==> config.mk <==
export PLATFORM = sky130hd
export DESIGN_NAME = fetch_sequencer
export DESIGN_NICKNAME = d
export VERILOG_FILES = /design/src/rtl/fetch_sequencer.sv
export SDC_FILE = /design/constraint.sdc
export NUM_CORES = 1
export LEC_CHECK = 0
export ABC_AREA = 1
export BUFFER_PORTS_ARGS = -buffer_cell sky130_fd_sc_hd__buf_2
export CORE_MARGIN = 3
export CORE_UTILIZATION = 46
export CTS_BUF_LIST = sky130_fd_sc_hd__clkbuf_4 sky130_fd_sc_hd__clkbuf_8 sky130_fd_sc_hd__clkbuf_16
export CTS_CLUSTER_DIAMETER = 30
export DETAILED_ROUTE_END_ITERATION = 6
export HOLD_SLACK_MARGIN = 0.12
export PLACE_DENSITY = 0.84
export SYNTH_ARGS = -nofsm -noshare
export SYNTH_HDL_FRONTEND = slang
export SYNTH_SLANG_ARGS = --single-unit
==> constraint.sdc <==
create_clock -name CLK -period 1.7 [get_ports CLK]
set_input_delay 0.085 -clock CLK [delete_from_list [all_inputs] [get_ports CLK]]
set_output_delay 0.085 -clock CLK [all_outputs]
set_load 0.02 [all_outputs]
==> src/rtl/fetch_sequencer.sv <==
// fetch_sequencer: instruction-fetch control stage.
// Drives the PC register's CLR/INC/LOAD controls, requests the instruction at
// the current PC from memory, latches it into IR and hands it to the decoder
// over a valid/ready handshake. Branch redirects and halts are applied only at
// the handoff edge.
// Optional feature: define FETCH_TIMEOUT_EN to bound the memory wait to
// TIMEOUT_CYC cycles. A timeout raises a sticky FETCH_ERR and halts the
// sequencer. When the macro is not defined, FETCH_ERR is tied to 0.
module fetch_sequencer #(
    parameter int ADDR_W      = 12,
    parameter int INSTR_W     = 19,
    parameter int TIMEOUT_CYC = 255
) (
    input  logic               CLK,
    input  logic               RST,
    input  logic [ADDR_W-1:0]  PC_VAL,
    output logic               PC_LOAD,
    output logic               PC_INC,
    output logic               PC_CLR,
    output logic [ADDR_W-1:0]  PC_TARGET,
    output logic [ADDR_W-1:0]  MEM_ADDR,
    output logic               MEM_REQ,
    input  logic               MEM_ACK,
    input  logic [INSTR_W-1:0] MEM_DATA,
    output logic [INSTR_W-1:0] IR,
    output logic               IR_VALID,
    input  logic               IR_READY,
    input  logic               BR_TAKEN,
    input  logic [ADDR_W-1:0]  BR_TARGET,
    input  logic               HALT,
    output logic               FETCH_ERR
);

    typedef enum logic [2:0] {
        S_CLR    = 3'd0,
        S_REQ    = 3'd1,
        S_HOLD   = 3'd2,
        S_SETTLE = 3'd3,
        S_HALT   = 3'd4
    } state_t;

    // A timeout limit outside the 8-bit counter range cannot be built.
    if ((TIMEOUT_CYC < 1) || (TIMEOUT_CYC > 255)) begin : g_bad_timeout
        $error("fetch_sequencer: TIMEOUT_CYC must be within 1..255");
    end

    state_t               r_state;
    state_t               w_state_nxt;

    logic                 r_pc_load;
    logic                 r_pc_inc;
    logic                 r_pc_clr;
    logic [ADDR_W-1:0]    r_pc_target;
    logic                 r_mem_req;
    logic [INSTR_W-1:0]   r_ir;
    logic                 r_ir_valid;

    logic                 w_pc_load_nxt;
    logic                 w_pc_inc_nxt;
    logic                 w_pc_clr_nxt;
    logic [ADDR_W-1:0]    w_pc_target_nxt;
    logic                 w_mem_req_nxt;
    logic [INSTR_W-1:0]   w_ir_nxt;
    logic                 w_ir_valid_nxt;

`ifdef FETCH_TIMEOUT_EN
    // Counter value at which one more ACK-less cycle reaches the limit.
    localparam logic [7:0] TIMEOUT_LAST = 8'(TIMEOUT_CYC - 1);

    logic [7:0]           r_wait_cnt;
    logic [7:0]           w_wait_cnt_nxt;
    logic                 r_fetch_err;
    logic                 w_fetch_err_nxt;
`endif

    // Memory address follows the PC register directly; the PC is held stable
    // for the whole request because no PC pulse is issued in S_REQ.
    assign MEM_ADDR  = PC_VAL;
    assign PC_LOAD   = r_pc_load;
    assign PC_INC    = r_pc_inc;
    assign PC_CLR    = r_pc_clr;
    assign PC_TARGET = r_pc_target;
    assign MEM_REQ   = r_mem_req;
    assign IR        = r_ir;
    assign IR_VALID  = r_ir_valid;
`ifdef FETCH_TIMEOUT_EN
    assign FETCH_ERR = r_fetch_err;
`else
    assign FETCH_ERR = 1'b0;
`endif

    // Next-state and next-output decode; every PC pulse defaults to 0 so each
    // is at most one cycle wide and only one can be set per transition.
    always_comb begin
        w_state_nxt     = r_state;
        w_pc_load_nxt   = 1'b0;
        w_pc_inc_nxt    = 1'b0;
        w_pc_clr_nxt    = 1'b0;
        w_pc_target_nxt = r_pc_target;
        w_mem_req_nxt   = 1'b0;
        w_ir_nxt        = r_ir;
        w_ir_valid_nxt  = r_ir_valid;
`ifdef FETCH_TIMEOUT_EN
        w_wait_cnt_nxt  = r_wait_cnt;
        w_fetch_err_nxt = r_fetch_err;
`endif
        case (r_state)
            S_CLR: begin
                w_pc_clr_nxt = 1'b1;
                w_state_nxt  = S_SETTLE;
            end
            S_SETTLE: begin
                w_mem_req_nxt = 1'b1;
                w_state_nxt   = S_REQ;
`ifdef FETCH_TIMEOUT_EN
                w_wait_cnt_nxt = 8'd0;
`endif
            end
            S_REQ: begin
                if (MEM_ACK) begin
                    w_ir_nxt       = MEM_DATA;
                    w_ir_valid_nxt = 1'b1;
                    w_pc_inc_nxt   = 1'b1;
                    w_mem_req_nxt  = 1'b0;
                    w_state_nxt    = S_HOLD;
                end else begin
`ifdef FETCH_TIMEOUT_EN
                    if (r_wait_cnt == TIMEOUT_LAST) begin
                        w_mem_req_nxt   = 1'b0;
                        w_fetch_err_nxt = 1'b1;
                        w_state_nxt     = S_HALT;
                    end else begin
                        w_wait_cnt_nxt = r_wait_cnt + 8'd1;
                        w_mem_req_nxt  = 1'b1;
                    end
`else
                    w_mem_req_nxt = 1'b1;
`endif
                end
            end
            S_HOLD: begin
                if (r_ir_valid && IR_READY) begin
                    w_ir_valid_nxt = 1'b0;
                    if (BR_TAKEN) begin
                        w_pc_target_nxt = BR_TARGET;
                        w_pc_load_nxt   = 1'b1;
                    end else begin
                        w_pc_target_nxt = r_pc_target;
                    end
                    if (HALT) begin
                        w_state_nxt = S_HALT;
                    end else begin
                        w_state_nxt = S_SETTLE;
                    end
                end else begin
                    w_state_nxt = S_HOLD;
                end
            end
            S_HALT: begin
                w_ir_valid_nxt = 1'b0;
                w_state_nxt    = S_HALT;
            end
            default: begin
                w_ir_valid_nxt = 1'b0;
                w_state_nxt    = S_CLR;
            end
        endcase
    end

    // State register; reset parks the sequencer in S_CLR.
    always_ff @(posedge CLK or posedge RST) begin
        if (RST) begin
            r_state <= S_CLR;
        end else begin
            r_state <= w_state_nxt;
        end
    end

    // Registered outputs; reset drops the request and valid asynchronously.
    always_ff @(posedge CLK or posedge RST) begin
        if (RST) begin
            r_pc_load   <= 1'b0;
            r_pc_inc    <= 1'b0;
            r_pc_clr    <= 1'b0;
            r_pc_target <= '0;
            r_mem_req   <= 1'b0;
            r_ir        <= '0;
            r_ir_valid  <= 1'b0;
        end else begin
            r_pc_load   <= w_pc_load_nxt;
            r_pc_inc    <= w_pc_inc_nxt;
            r_pc_clr    <= w_pc_clr_nxt;
            r_pc_target <= w_pc_target_nxt;
            r_mem_req   <= w_mem_req_nxt;
            r_ir        <= w_ir_nxt;
            r_ir_valid  <= w_ir_valid_nxt;
        end
    end

`ifdef FETCH_TIMEOUT_EN
    // Memory-wait counter and sticky timeout flag.
    always_ff @(posedge CLK or posedge RST) begin
        if (RST) begin
            r_wait_cnt  <= 8'd0;
            r_fetch_err <= 1'b0;
        end else begin
            r_wait_cnt  <= w_wait_cnt_nxt;
            r_fetch_err <= w_fetch_err_nxt;
        end
    end
`endif

endmodule

==> results.yml, run 1 <==
outcome:
  outcome: "complete, no violations"
timing:
  hold_violations: 0
  slew_violations: 0
  timing.clock.skew_ps: 9.61
  clock.fmax_mhz: 636
  fin_setup_tns_ps: 0
  setup_repair_after_global_routing_missed_its_margin: "false"
  post-route-min-period_ps: 1570
  post-route-period-util_pct: 92.5
  setup_viol_count_final: 0
worst_setup_path:
  crit_arrival_ps: 1810
  r2r_end: "r_state[0]"
  path_max_fanout: 4
  timing.critical_path.cells: "inv_2 -> nor2_2 -> nand3_1 -> inv_1 -> nor2_1 -> o31ai_1 -> dlygate4sd3_1"
  critPathSlowestCell: "dlygate4sd3_1"
  critical_path.max_stage_delay_ps: 560
  worstSetupStartpointType: "register"
  critical_path.endpoint_type: "register"
  worst-setup-path-type: "reg -> reg"
  crit_required_ps: 1940
  timing.reg2reg.worst_path_depth: 7
  r2r_start: "r_state[0]"
  worst-r2r-setup-slack_ps: 130
place:
  place.detailed.instances: 286
  placedInstanceArea_mm2: 0.00195
  port_bufs: 72
  place.gp.congestion: 0.771
  dpl.hpwl_um: 2470
yosys:
  ys_ff_latch: 39
  ys.flop_type: "dfrtp_1"
  avgSynthCellArea_um2: 9.01
  ys_async_sr_fraction_pct: 100
  postSynthCellCount: 186
  synth_nets: 235
  synth-seq-area-share_pct: 58.3
  synth-edff-count: 0
  syn_area_mm2: 0.00168
  synth.lib_cells_used.distinct: 20
  synthesis.yosys.warnings: 0
clock_tree:
  clockRootBuffer: "clkbuf_4"
  cts_sinks: 39
  clk-insertion-delay-late_ps: 350
  tritoncts: "yes"
  cts_inserted_buffers: 5
  cts_max_path_buffers: 2
  cts-htree-levels: 2
  clkTransAtPathRegs_ps: 120
floorplan:
  design.die.area_mm2: 0.00440
  num_rows: 21
  io-pin-count: 98
  chipHeight_um: 66.4
  total_core_area_mm2: 0.00342
  effective_utilization_at_floorplan_pct: 49.0
  dieWidth_um: 66.4
layout:
  layout-drive-gt1-share_pct: 32.4
  most-common-layout-cells: "nand2_1, buf_2, dfrtp_1, dlygate4sd3_1, o21ai_0"
  postLayoutCellArea_mm2: 0.00238
  n_antenna_cell: 0
  mostFrequentLayoutCell: "nand2_1"
  layout.cells.non_filler: 330
  flow.area_growth_from_synthesis_pct: 42.0
  fin_nets: 332
  nFillCells: 253
drt:
  routed_wirelength_um: 3970
  final_antenna_net_count: 0
  route.detailed.drc: 0
  route.vias.total: 1511
  drt_first_iter_violations: 61
  via_per_inst: 4.58
  drt-wirelength-per-cell_um: 12.0
  dr_pass1_iterations: 4
global_routing:
  global_route_wire_length_before_repair_um: 6440
  grt.overflow.total: 0
  antenna_found_initial: 0
  grt_max_degree: 40
  global_route.usage.total_pct: 19.3
  first_global_vias: 1512
hold_path:
  worst_hold_path_type: "in -> out"
  worst_hold_path.num_cells: 0
  hold-path-endpoint: "MEM_ADDR[2]"
  min-delay-start: "PC_VAL[2]"
pwr:
  pwr_density_cell_mw_per_mm2: 680
  ir_drop_uv: 405
  power_leakage_uw: 0.00145
job:
  max_cap_viols: 0
-- Yosys cell counts, types with 2 or more instances --
master,number,area [um2]
buf_4,15,113
buf_6,4,45.0
inv_1,7,26.3
nor2_1,2,7.51
o21ai_0,13,65.1
inv_2,3,11.3
nand3_1,3,15.0
dfrtp_1,39,976
nand2_1,89,334
-- how the worst max path moves through the flow --
stage	start	end	slack, ps	cells after the start
3_3_place_gp	r_state[2]	PC_TARGET[8]	460	5
3_5_place_dp	r_state[1]	IR[7]	420	5
5_1_grt	r_state[0]	r_state[0]	0.1	7
4_1_cts	r_state[2]	r_state[0]	100	4
2_1_floorplan	IR_VALID	PC_TARGET[10]	500	6
6_report	r_state[0]	r_state[0]	130	7
-- worst max-delay path, delay by kind of cell, from the launching register on --
kind            cells  cell delay, ps
flops               1             420
compound gates      1              70
buf+inv             3             750
simple gates        3             240
-- state kept, by name, indices dropped and copies added, names as in the netlist --
name / count
MEM_REQ: 1
IR_VALID: 1
PC_CLR: 1
IR: 19
r_state: 3
PC_INC: 1
PC_LOAD: 1
PC_TARGET: 12
-- stage by stage --
step	util (%)	hold WS, ps	worst slack (ps)	power, uW
floorplan	-	181	503	1000
global placement	57.0	170	456	1010
detailed placement	57.0	170	425	1010
CTS	69.4	170	103	1620
global route	69.6	170	0.147	1670
finish	69.6	170	127	1620
-- what timing repair did --
| item | 4_1_cts | 5_1_grt |
|---|---|---|
| setup buffers | 0 | 1 |
| endpoints found under the hold margin | 74 | 0 |
| gates resized for setup | 0 | 1 |
| endpoints found under the setup margin | 0 | 1 |
| hold buffers | 35 | 0 |
-- report_power, final --
group	total (uW)	internal, uW	switching, uW
Clock	564	260	305
Combinational	125	81.3	44.1
Sequential	927	927	0
-- area by class of cell --
type                    count  area [um2]  share of cell area [%]
repair buffers            110         733                    30.8
multi-input cells         117         500                    21.0
inverters                  10        37.5                    1.58
clock buffers               8        72.6                    3.05
well taps                  46        57.6                    2.42
flip-flops and latches     39         977                    41.1
-- cells by family (layout without fill, tap and decap cells) --
group | Yosys count | count (layout) | synth area share (%)
AOI/OAI and AO/OA | 15 | 15 | 4.63
buffers and inverters | 30 | 128 | 11.9
DFF | 39 | 39 | 58.3
other | 1 | 1 | 0.224
and+or+nand+nor | 101 | 101 | 25.0
-- routing by layer --
layer  share of wire, %  vias up  track usage [%]
li1                   -      747                -
met1                 41      698             21.6
met2                 51       59             34.6
met3                6.6        7             4.93
met4                1.2        0             7.61
met5                  0        -                0
Note: power is estimated with default switching activity, not from simulation.
==> inputs of run 2 (changes only) <==
- CORE_UTILIZATION: 46 -> 39
- PLACE_DENSITY: 0.84 -> 0.76
- clock period: 1.7 -> 1.35 ns (I/O delays scaled with it)
==> results.yml, run 2 (same netlist as run 1, synthesis figures left out) <==
drt:
  via_per_inst: 4.51
  met1Wirelength_um: 1650
  highest_metal_layer_used_by_the_detailed_router: "met4"
  routed_wirelength_um: 4100
  met3_wirelength_um: 269
  dr_pass1_iterations: 6
  route.vias.total: 1498
  drt-wirelength-per-cell_um: 12.4
  wl_met2_um: 2120
  final_antenna_net_count: 0
  route.detailed.drc: 0
  drt_first_iter_violations: 55
worst_setup_path:
  worstSetupStartpointType: "input pin"
  path_max_fanout: 14
  critical_path.endpoint_type: "register"
  crit_required_ps: 1560
  crit_arrival_ps: 1450
  worst-setup-path-type: "in -> reg"
place:
  dpl.hpwl_um: 2530
  place.gp.congestion: 0.846
  placedInstanceArea_mm2: 0.00196
  port_bufs: 72
floorplan:
  effective_utilization_at_floorplan_pct: 41.0
  io-pin-count: 98
  total_core_area_mm2: 0.00409
  dieWidth_um: 71.5
  chipHeight_um: 71.5
  num_rows: 23
  design.die.area_mm2: 0.00512
global_routing:
  global_route.usage.total_pct: 16.7
  grt_max_degree: 40
  global_route_wire_length_before_repair_um: 6640
  first_global_vias: 1534
  grt.overflow.total: 0
  antenna_found_initial: 0
timing:
  post-route-period-util_pct: 91.6
  hold_violations: 0
  setup_viol_count_final: 0
  slew_violations: 0
  fin_worst_hold_slack_ps: 135
  fin_setup_tns_ps: 0
  setup_repair_after_global_routing_missed_its_margin: "false"
  timing.clock.skew_ps: 5.17
  post-route-min-period_ps: 1240
  clock.fmax_mhz: 808
job:
  max_cap_viols: 0
layout:
  nFillCells: 367
  mostFrequentLayoutCell: "nand2_1"
  layout-drive-gt1-share_pct: 31.6
  flow.area_growth_from_synthesis_pct: 43.5
  largest_register_ff_count: 19
  most-common-layout-cells: "nand2_1, buf_2, dfrtp_1, dlygate4sd3_1, o21ai_0"
  n_antenna_cell: 0
  postLayoutCellArea_mm2: 0.00240
  fin_nets: 332
clock_tree:
  tritoncts: "yes"
  cts-htree-levels: 2
  clk-insertion-delay-late_ps: 280
  clkTransAtPathRegs_ps: 60
  cts_setup_buffers: 0
  clockRootBuffer: "clkbuf_8"
  cts_max_path_buffers: 2
  cts_inserted_buffers: 5
  cts_sinks: 39
outcome:
  outcome: "complete, no violations"
pwr:
  power_leakage_uw: 0.00145
  ir_drop_uv: 586
  pwr_density_cell_mw_per_mm2: 848
hold_path:
  worst_hold_path_type: "in -> out"
run 2: repair_timing:
action	CTS	global route
hold buffers	35	0
setup endpoints to repair	0	6
endpoints found under the hold margin	73	0
resized for setup	0	3
run 2: path summary, 6_finish.rpt:
check                           start            to  slack [ps]  cells past startpoint
hold / removal             PC_VAL[10]  MEM_ADDR[10]         140                      0
max in group asynchronous         RST        IR[18]         780                      4
setup reg to reg             IR_VALID  PC_TARGET[7]         140                      6
hold reg to reg                 IR[4]         IR[4]         470                      2
setup / recovery             IR_READY  PC_TARGET[7]         110                      8
min in group asynchronous         RST         IR[0]         380                      4
run 2: where the power goes:
group | switching, uW | internal (uW)
sequential | 0 | 1170
clock | 342 | 364
combinational | 55.7 | 108
run 2: layer usage:
layer	global-route usage, %	up-vias
li1	-	752
met1	17.5	682
met2	31.4	55
met3	5.47	9
met4	5.22	0
met5	0	-
run 2: area by class of cell:
| type | count | area (um2) | area share, % |
|---|---|---|---|
| Sequential cell | 39 | 976 | 40.6 |
| Clock buffer | 6 | 76.3 | 3.17 |
| Timing Repair Buffer | 109 | 738 | 30.7 |
| Inverter | 10 | 40.0 | 1.66 |
| Multi-Input combinational cell | 118 | 512 | 21.3 |
| Tap cell | 50 | 62.6 | 2.60 |
run 2: critical path, stage by stage:
cell and delay (ps):
dlygate4sd3_1 530, buf_2 100, nand2_1 80, inv_1 100, nand2_2 180, nor2_4 240
nand2_1 80, nand2_1 70
run 2: stage by stage:
step                total power [uW]  utilization, %  instances  setup slack [ps]
floorplan                       1260               -        186               153
global placement                1280            48.1        290               147
detailed placement              1280            48.1        290               116
CTS                             2070            58.5        331              92.6
global route                    2120            58.8        332              1.46
finish                          2040            58.8        332               113
==> inputs of run 3 (changes only) <==
--- a/config.mk
+++ b/config.mk
@@ -9,10 +9,11 @@
 export BUFFER_PORTS_ARGS = -buffer_cell sky130_fd_sc_hd__buf_2
 export CORE_MARGIN = 3
-export CORE_UTILIZATION = 39
+export CORE_UTILIZATION = 46
 export CTS_BUF_LIST = sky130_fd_sc_hd__clkbuf_4 sky130_fd_sc_hd__clkbuf_8 sky130_fd_sc_hd__clkbuf_16
 export CTS_CLUSTER_DIAMETER = 30
 export DETAILED_ROUTE_END_ITERATION = 6
+export GPL_TIMING_DRIVEN = 0
 export HOLD_SLACK_MARGIN = 0.12
-export PLACE_DENSITY = 0.76
+export PLACE_DENSITY = 0.84
 export SYNTH_ARGS = -nofsm -noshare
 export SYNTH_HDL_FRONTEND = slang
==> constraint.sdc (replaced) <==
create_clock -name CLK -period 1.5 [get_ports CLK]
set_input_delay 0.225 -clock CLK [delete_from_list [all_inputs] [get_ports CLK]]
set_output_delay 0.225 -clock CLK [all_outputs]
set_load 0.02 [all_outputs]
==> results.yml, run 3 (same netlist as run 1, synthesis figures left out) <==
drt:
  met1Wirelength_um: 1590
  final_antenna_net_count: 0
  route.vias.total: 1628
  routed_wirelength_um: 4200
  met3_wirelength_um: 302
  dr_pass1_iterations: 4
  via_per_inst: 4.56
  drt_first_iter_violations: 77
  route.detailed.drc: 0
  highest_metal_layer_used_by_the_detailed_router: "met4"
  drt-wirelength-per-cell_um: 11.8
  wl_met2_um: 2260
global_routing:
  grt.overflow.total: 0
  global_route_wire_length_before_repair_um: 6640
  antenna_found_initial: 0
  first_global_vias: 1537
  global_route.usage.total_pct: 20.0
  grt_max_degree: 40
worst_setup_path:
  worst-setup-path-type: "reg -> reg"
  timing.reg2reg.worst_path_depth: 6
  crit_required_ps: 1780
  critical_path.endpoint_type: "register"
  worst-r2r-setup-slack_ps: 190
  r2r_end: "PC_TARGET[10]"
  path_max_fanout: 10
  worstSetupStartpointType: "register"
  crit_arrival_ps: 1590
  r2r_start: "IR_VALID"
floorplan:
  design.die.area_mm2: 0.00440
  total_core_area_mm2: 0.00342
  num_rows: 21
  dieWidth_um: 66.4
  effective_utilization_at_floorplan_pct: 49.0
  chipHeight_um: 66.4
  io-pin-count: 98
job:
  max_cap_viols: 0
layout:
  flow.area_growth_from_synthesis_pct: 51.4
  fin_nets: 359
  mostFrequentLayoutCell: "nand2_1"
  finalCoreUtilization_pct: 74.2
  n_antenna_cell: 0
  postLayoutCellArea_mm2: 0.00254
  layout-drive-gt1-share_pct: 38.6
  largest_register_ff_count: 19
  most-common-layout-cells: "nand2_1, buf_2, dfrtp_1, dlygate4sd3_1, buf_4"
place:
  placedInstanceArea_mm2: 0.00215
  place.gp.congestion: 0.835
  port_bufs: 84
  dpl_worst_slack_ps: 211
  dpl.hpwl_um: 2710
hold_path:
  worst_hold_path.num_cells: 3
  hold-path-endpoint: "r_state[0]"
  worst_hold_path_type: "in -> reg"
  min-delay-start: "IR_READY"
timing:
  post-route-period-util_pct: 87.7
  setup_ws_ps: 185
  hold_violations: 0
  setup_viol_count_final: 0
  clock.fmax_mhz: 761
  setup_repair_after_global_routing_missed_its_margin: "false"
  timing.clock.skew_ps: 14.9
  slew_violations: 0
  fin_worst_hold_slack_ps: 208
  worst_slew_margin_rel_pct: 47.9
  post-route-min-period_ps: 1310
  tightest_slew_ps: 780
clock_tree:
  tritoncts: "yes"
  cts_max_path_buffers: 2
  cts_sinks: 39
  cts_inserted_buffers: 5
  cts-htree-levels: 2
  clkTransAtPathRegs_ps: 110
  clockRootBuffer: "clkbuf_4"
  clk-insertion-delay-late_ps: 340
  cts-resized-gates: 0
pwr:
  ir_drop_uv: 541
  power_leakage_uw: 0.00157
  pwr_density_cell_mw_per_mm2: 695
outcome:
  outcome: "complete, no violations"
[run 3: changes by cell type in the layout (fill, tap and decap cells not counted), moves of 2 or more]
| cell | previous run | this run |
|---|---|---|
| inv_2 | 2 | 4 |
| buf_2 | 72 | 84 |
| buf_4 | 1 | 15 |
| clkbuf_8 | 5 | 0 |
| clkbuf_4 | 1 | 5 |
| dlygate4sd3_1 | 35 | 33 |
| buf_6 | 0 | 4 |
| clkinv_2 | 0 | 3 |
[run 3: through the flow]
step                setup TNS (ps)  power [uW]  instances
floorplan                        0        1140        186
global placement             -3470        1200        316
detailed placement               0        1200        316
CTS                              0        1770        357
global route                     0        1840        357
finish                           0        1760        357
[run 3: layer usage]
metal | GRT usage, % | up-vias
met3 | 5.61 | 5
li1 | - | 806
met5 | 0 | -
met2 | 36.9 | 66
met1 | 21.8 | 751
met4 | 6.09 | 0
[run 3: worst max path at each step]
stage / startpoint / end / slack (ps) / depth (start not counted)
2_1_floorplan: IR_VALID / PC_TARGET[10] / 300 / 6
3_3_place_gp: RST / PC_CLR / -90 / 2
3_5_place_dp: IR_VALID / PC_TARGET[0] / 210 / 6
4_1_cts: IR_VALID / PC_TARGET[0] / 190 / 6
5_1_grt: IR_VALID / PC_TARGET[8] / 40 / 6
6_report: IR_VALID / PC_TARGET[10] / 190 / 6
[run 3: layout make-up]
class | count | area (um2)
flip-flops and latches | 39 | 976
clock inverters | 3 | 15.0
repair buffers | 117 | 751
clock buffers | 5 | 37.5
plain buffers | 20 | 161
inverters | 10 | 37.5
fillers | 238 | 880
multi-input cells | 117 | 500
well taps | 46 | 57.6
[run 3: repair_timing]
item                                    CTS  global route
endpoints found under the setup margin    0             0
hold endpoints to repair                 71             0
hold buffers                             33             0
buffers inserted                          0             0
[run 3: report_power, final]
part	switching, uW	leakage (uW)	internal [uW]	total (uW)
sequential	0	0.000540	1050	1050
clock	337	0.0000347	175	512
combinational	79.6	0.000993	121	201
[run 3: critical path, cell delays in order, from the launching register on]
cell	delay [ps]
dfrtp_1	410
nand2_1	130
inv_1	90
nand2_2	100
clkbuf_1	320
o21ai_0	130
nand2_1	80
